<file path="src/rtl/g_4arb_rr.sv">
// Four-way round-robin arbiter with registered one-hot grants and an optional
// maximum-tenure timeout. Requester A is active-low at the pin; B..D are active-high.
module g_4arb_rr #(
    parameter int unsigned MAXHOLD = 16
) (
    input  logic CK,
    input  logic CDN,
    input  logic AN,
    input  logic B,
    input  logic C,
    input  logic D,
    output logic GA,
    output logic GB,
    output logic GC,
    output logic GD,
    output logic Y,
    output logic BUSY
);

    typedef enum logic {
        IDLE  = 1'b0,
        GRANT = 1'b1
    } state_t;

    localparam logic       HOLD_EN   = (MAXHOLD != 32'd0);
    localparam logic [7:0] HOLD_LAST = 8'(MAXHOLD - 32'd1);

    state_t     state_r;
    state_t     state_nxt_s;
    logic [3:0] req_s;
    logic [3:0] gnt_r;
    logic [3:0] gnt_nxt_s;
    logic [1:0] ptr_r;
    logic [1:0] ptr_nxt_s;
    logic [7:0] tcnt_r;
    logic [7:0] tcnt_nxt_s;
    logic [2:0] pick_s;
    logic       owner_req_s;
    logic       timeout_s;

    // Returns {found, index} of the first requester at or above ptr, wrapping mod 4.
    function automatic logic [2:0] rr_pick(input logic [3:0] req, input logic [1:0] ptr);
        logic [2:0] res;
        logic [1:0] idx;
        res = 3'b000;
        for (int i = 3; i >= 0; i--) begin
            idx = ptr + i[1:0];
            if (req[idx]) begin
                res = {1'b1, idx};
            end else begin
                res = res;
            end
        end
        return res;
    endfunction

    assign req_s       = {D, C, B, ~AN};
    assign pick_s      = rr_pick(req_s, ptr_r);
    assign owner_req_s = |(req_s & gnt_r);
    // The grant has already been high for MAXHOLD cycles when tcnt reaches MAXHOLD-1.
    assign timeout_s   = HOLD_EN && (tcnt_r == HOLD_LAST);

    // Next-state, grant, pointer and tenure decode.
    always_comb begin
        state_nxt_s = state_r;
        gnt_nxt_s   = gnt_r;
        ptr_nxt_s   = ptr_r;
        tcnt_nxt_s  = tcnt_r;
        case (state_r)
            IDLE: begin
                if (pick_s[2]) begin
                    state_nxt_s = GRANT;
                    gnt_nxt_s   = 4'b0001 << pick_s[1:0];
                    ptr_nxt_s   = pick_s[1:0] + 2'd1;
                    tcnt_nxt_s  = 8'd0;
                end else begin
                    gnt_nxt_s   = 4'b0000;
                end
            end
            GRANT: begin
                tcnt_nxt_s = tcnt_r + 8'd1;
                if (!owner_req_s || timeout_s) begin
                    state_nxt_s = IDLE;
                    gnt_nxt_s   = 4'b0000;
                end else begin
                    gnt_nxt_s   = gnt_r;
                end
            end
            default: begin
                state_nxt_s = IDLE;
                gnt_nxt_s   = 4'b0000;
                ptr_nxt_s   = 2'd0;
                tcnt_nxt_s  = 8'd0;
            end
        endcase
    end

    // State, grant, pointer and tenure registers.
    always_ff @(posedge CK or negedge CDN) begin
        if (!CDN) begin
            state_r <= IDLE;
            gnt_r   <= 4'b0000;
            ptr_r   <= 2'd0;
            tcnt_r  <= 8'd0;
        end else begin
            state_r <= state_nxt_s;
            gnt_r   <= gnt_nxt_s;
            ptr_r   <= ptr_nxt_s;
            tcnt_r  <= tcnt_nxt_s;
        end
    end

    assign GA   = gnt_r[0];
    assign GB   = gnt_r[1];
    assign GC   = gnt_r[2];
    assign GD   = gnt_r[3];
    assign BUSY = (state_r == GRANT);
    assign Y    = ~AN | B | C | D;

endmodule

</file>
<file path="config.mk">
export PLATFORM = sky130hd
export DESIGN_NAME = g_4arb_rr
export DESIGN_NICKNAME = d
export VERILOG_FILES = /design/src/rtl/g_4arb_rr.sv
export SDC_FILE = /design/constraint.sdc
export NUM_CORES = 1
export LEC_CHECK = 0
export ABC_AREA = 1
export CORE_MARGIN = 1.5
export CORE_UTILIZATION = 40
export DETAILED_ROUTE_END_ITERATION = 6
export SLEW_MARGIN = 10
export SYNTH_ARGS = -nofsm -noshare
export SYNTH_HDL_FRONTEND = slang
export SYNTH_SLANG_ARGS = --single-unit
</file>
<file path="constraint.sdc">
create_clock -name CK -period 1.74 [get_ports CK]
set_input_delay 0.174 -clock CK [delete_from_list [all_inputs] [get_ports CK]]
set_output_delay 0.174 -clock CK [all_outputs]
set_load 0.03 [all_outputs]
</file>
### Word level (Yosys, flattened, before mapping)

Index checks and enable logic that the tools add are counted.

| storage, ports and cells | value |
|---|---|
| flip-flop bits (word level) | 15 |
| input port bits | 6 |
| logic and storage cells | 47 |
| output and inout port bits | 6 |

| operators by class | value |
|---|---|
| reductions and logical operators | 4 |
| add/sub/neg operators | 5 |
| equality and inequality tests | 3 |
| shifts and indexed selects | 1 |
| order comparisons | 4 |
| mux-type cells | 20 |
| bitwise gates (word level) | 6 |

Operators with widths:

| cell | count |
|---|---|
| $pmux W8 S2 | 1 |
| $lt A2 B3 Y1 const B | 4 |
| $mux W3 | 4 |
| $add A8 B1 Y8 const B | 1 |
| $bmux W1 S2 | 4 |
| $eq A8 B4 Y1 const B | 1 |
| $mux W4 | 2 |
| $mux W8 | 1 |
| $pmux W4 S2 | 1 |
| $mux W1 | 6 |
| $add A2 B1 Y2 const B | 2 |
| $add A2 B2 Y2 const B | 2 |
| $and A4 B4 Y4 | 1 |
| $reduce_or A4 Y1 | 1 |
| $shl A1 B2 Y4 const A | 1 |
| $or A1 B1 Y1 | 3 |
| $ne A2 B1 Y1 const B | 1 |
| $ne A2 B2 Y1 const B | 1 |
| $not A1 Y1 | 2 |
| $pmux W1 S2 | 1 |
| $reduce_and A2 Y1 | 1 |
| $logic_not A1 Y1 | 1 |
| $logic_or A1 B1 Y1 | 1 |

### Depth between registers and ports, before layout

| depth | value |
|---|---|
| depth after elaboration | 10 |
| gate-level depth with buffers | 12 |
| gate-level depth less buffers | 11 |

### Worst setup path before layout

No wires, ideal clock.

| timing path | value |
|---|---|
| path type | register to register |
| start | reg state_r, in the netlist BUSY |
| end | reg gnt_r[3] |
| arrival | 1248 ps |
| stages on the path, launching flop included | 5 |
| library setup time | 77 ps |
| clock period less this slack | 1325 ps |
| slack | 415 ps |
| buffers on the path | 0 |
| required time | 1663 ps |
| cells stage by stage | dfrtp_1 inv_1 a31oi_1 nand2_1 o21ai_1 |

| on the way | value |
|---|---|
| word-level cells in the longest chain between the ends | 2 |
| elaborated cells on any way between the ends | 3 |
| classes of those cells | eq/ne (1); mux (1); bitwise (1) |

RTL lines:

| what | RTL line | RTL |
|---|---|---|
| from (decl) | 28 | `state_t state_r;` |
| from (signal assigned) | 106 | `state_r <= state_nxt_s;` |
| $not A1 Y1 | -- |  |
| $pmux W4 S2 | 69 | `case (state_r)` |
| to (signal assigned) | 107 | `gnt_r <= gnt_nxt_s;` |
| to (decl) | 31 | `logic [3:0] gnt_r;` |

Several ways; a longest one is shown, not always the timed one.
A chain may end at the register's enable or synchronous reset.

### Final worst setup path

| timing path | value |
|---|---|
| start | reg gnt_r[0] |
| end | out GA |

RTL lines:

| what | RTL line | RTL |
|---|---|---|
| to (decl) | 12 | `output logic GA,` |

No word-level cell between the ends.

==> reports/metrics.csv <==
stage,metric,value,unit
floorplan,row count,17,
routing,antenna-violating nets left,0,
finish,Fillers,232,
routing,DRC Markers,0,
place,Placer Congestion,0.899,
clock_tree,CTS clock-pin slew for the worst setup and hold paths,90,ps
synth,largest cells by area after synthesis,"dfrtp_1, nand2_1, nand2_2, nand3_1, nand3_2",
synth,syn_nets,131,
synth,Synth async-reset ratio,100,%
synth,leading area contributor after synthesis,dfrtp_1,
grt,first-pass GRT wire length,3.79,mm
synth,number of flops mapped to enable cells by yosys,0,
timing,Setup TNS Final,0,ps
setup_path,CP Capture Type,output pin,
routing,1st-pass router iterations,4,
routing,DRT Wirelength,2.03,mm
worst_hold_path,Hold Crit Class,in -> async,
synth,Gate Count Post-Synth,124,
grt,total global routing overflow,0,
timing,"Period Utilization, post-route",87.3,%
timing,setup ws final,221,ps
setup_path,"Max FO, Critical Path",3,
floorplan,# IOs,12,
power_and_ir_drop,switching power total,0.000948,W
setup_path,Slowest cell on crit path,clkdlybuf4s50_1,
grt,GRT Total Usage,18.8,%
power_and_ir_drop,leakage,0.566,nW
floorplan,Initial Util,42.9,%
synth,Cell variety after synth,26,
clock_tree,CTS tree,done,
floorplan,height of the die,51.9,um
clock_tree,Clock Sinks,15,
synth,mean post-synth cell area,7.72,um2
setup_path,crit path DAT,1340,ps
timing,final hold vios,0,
finish,Non-Filler Instances,168,
power_and_ir_drop,pwr dens,1660,nW/um2
grt,met3 usage,6.03,%
setup_path,"Cell Chain, Critical Path",clkdlybuf4s50_1,
place,dpl cell area,1100,um2
setup_path,WP data required,1570,ps
place,Cells after DPL,164,
setup_path,Top delay family on crit path,buffers and inverters,
timing,transition time of the tightest slew-check pin,310,ps
timing,fmax,659,MHz
timing,max_slew headroom,79.3,%
synth,Synth Register Bits,15,
grt,antenna violations before repair,0,
grt,vias in the first global route,876,
synth,Synth top area share,39.2,%
place,port bufs,11,
grt,met2 Usage GRT,27.4,%
synth,register area share after synthesis,39.2,%
clock_tree,Max H-tree Level,1,
place,post-place setup slack,106,ps
finish,"Non-Filler Cell Area, Final",1130,um2
floorplan,Die X,51.9,um
finish,synth-to-layout area growth,18.4,%
flow_run,max cap viols,0,
clock_tree,Skew-Pair Late Insertion Delay,290,ps
grt,GRT busiest layer,met2,
finish,nets@finish,148,
routing,via/cell ratio,5.11,
setup_path,WS Path Type,reg -> out,
power_and_ir_drop,Peak VDD IR,1020,uV
timing,RSZ-0062 raised after global routing,false,
routing,initial DRC count,27,
place,DP HPWL,1.58,mm
power_and_ir_drop,Sw Ratio,50.4,%
clock_tree,clock root cell,clkbuf_4,
finish,fraction of layout instances using a drive strength above 1,22.9,%
power_and_ir_drop,total power,0.00188,W
synth,Post-synth top cells,"nand2_1, dfrtp_1, nand3_1",
synth,Mapped Area,957,um2
timing,Tmin final,1520,ps
clock_tree,CTS Buf Count,3,
grt,largest net degree at the start of global routing,16,
power_and_ir_drop,cell internal pwr,0.000935,W
clock_tree,maximum clock path buffer count,2,
setup_path,slowest cell delay on critical path,680,ps
timing,Final Max Slew Viols,0,
synth,Main synth FF type,dfrtp_1,
timing,final setup vio count,0,
setup_path,CP startpoint kind,flop,
routing,Via Count,859,
clock_tree,postcts setup bufs,0,
power_and_ir_drop,power share of the combinational group,58.4,%
setup_path,Buf/Inv on CP,1,
outcome,status,finished clean,
synth,top-count cell post-synth,nand2_1,
timing,Clock Skew,1.06,ps
routing,WL per Instance,12.1,um
floorplan,core area,2230,um2
floorplan,total die area,2700,um2
synth,synth warn,0,
finish,# diodes,0,
power_and_ir_drop,Reg power frac,30.7,%
grt,met1 GRT Util,27.3,%
clock_tree,hold_buf cts,0,
power_and_ir_drop,clock power share,10.9,%
-- metal layers --
metal | routed length (um) | vias to the layer above
li1 | - | 441
met1 | 1020 | 390
met2 | 872 | 25
met3 | 123 | 3
met4 | 15 | 0
met5 | 0 | -
-- area by class of cell --
cell class	count	area, um2	area share, %
Multi-Input combinational cell	92	505	44.6
Sequential cell	15	377	33.2
Timing Repair Buffer	13	125	11.0
Inverter	16	65.1	5.74
Tap cell	28	35.0	3.09
Clock buffer	4	26.3	2.32
-- flip-flops by register name, indices dropped and copies added, names as in the netlist --
signal  flops
tcnt_r      8
gnt_r       4
ptr_r       2
BUSY        1
-- power by group through the flow --
stage	Sequential (W)	Clock, W	Combinational [W]
after floorplan	0.000597	0	0.000822
after global placement	0.000577	0	0.00109
after detailed placement	0.000583	0	0.00110
after CTS	0.000577	0.000210	0.00111
after global routing	0.000599	0.000222	0.00124
final	0.000578	0.000205	0.00110
-- layout by cell type, fill, tap and decap left out, drive strengths merged --
cell type / Yosys / routed
a21oi: 1 / 1
a22o: 1 / 1
a22oi: 1 / 1
a31oi: 1 / 1
buf: 1 / 3
clkbuf: 0 / 4
clkdlybuf4s50: 0 / 9
dfrtp: 15 / 15
dlymetal6s2s: 0 / 1
ha: 1 / 1
inv: 16 / 16
nand2: 42 / 42
nand3: 21 / 21
nand4: 1 / 1
nor2: 8 / 8
nor3b: 1 / 1
nor4: 1 / 1
o21ai: 9 / 9
o221ai: 1 / 1
o31ai: 1 / 1
xnor2: 1 / 1
xor2: 1 / 1
-- final timing paths --
path / from / to / slack, ps / cells past startpoint
worst max-delay path: gnt_r[0] / GA / 220 / 1
worst min-delay path: CDN / tcnt_r[6] / 190 / 2
worst max register to register: ptr_r[0] / gnt_r[3] / 290 / 9
worst min register to register: tcnt_r[7] / tcnt_r[7] / 490 / 1
max in group asynchronous: CDN / ptr_r[0] / 1370 / 2
min in group CK: tcnt_r[7] / tcnt_r[7] / 490 / 1
-- through the flow --
stage	utilization (%)	hold WS (ps)
after floorplan	-	-122
after global placement	49.4	475
after detailed placement	49.4	473
after CTS	50.6	194
after global routing	50.8	219
final	50.8	189
-- repair_timing --
| action | 4_1_cts | 5_1_grt |
|---|---|---|
| resized for setup | 0 | 2 |
| setup endpoints to repair | 0 | 2 |
| endpoints found under the hold margin | 0 | 0 |
-- logic make-up after synthesis --
group                    after synthesis  share of synthesized area, %
AND/OR/NAND/NOR                       74                          39.2
buffers and inverters                 17                          7.97
adder cells (fa/ha/maj)                1                          1.31
AO/OA/AOI/OAI                         15                          10.5
XOR/XNOR                               2                          1.83
flip-flops                            15                          39.2
Note: power is estimated with default switching activity, not from simulation.
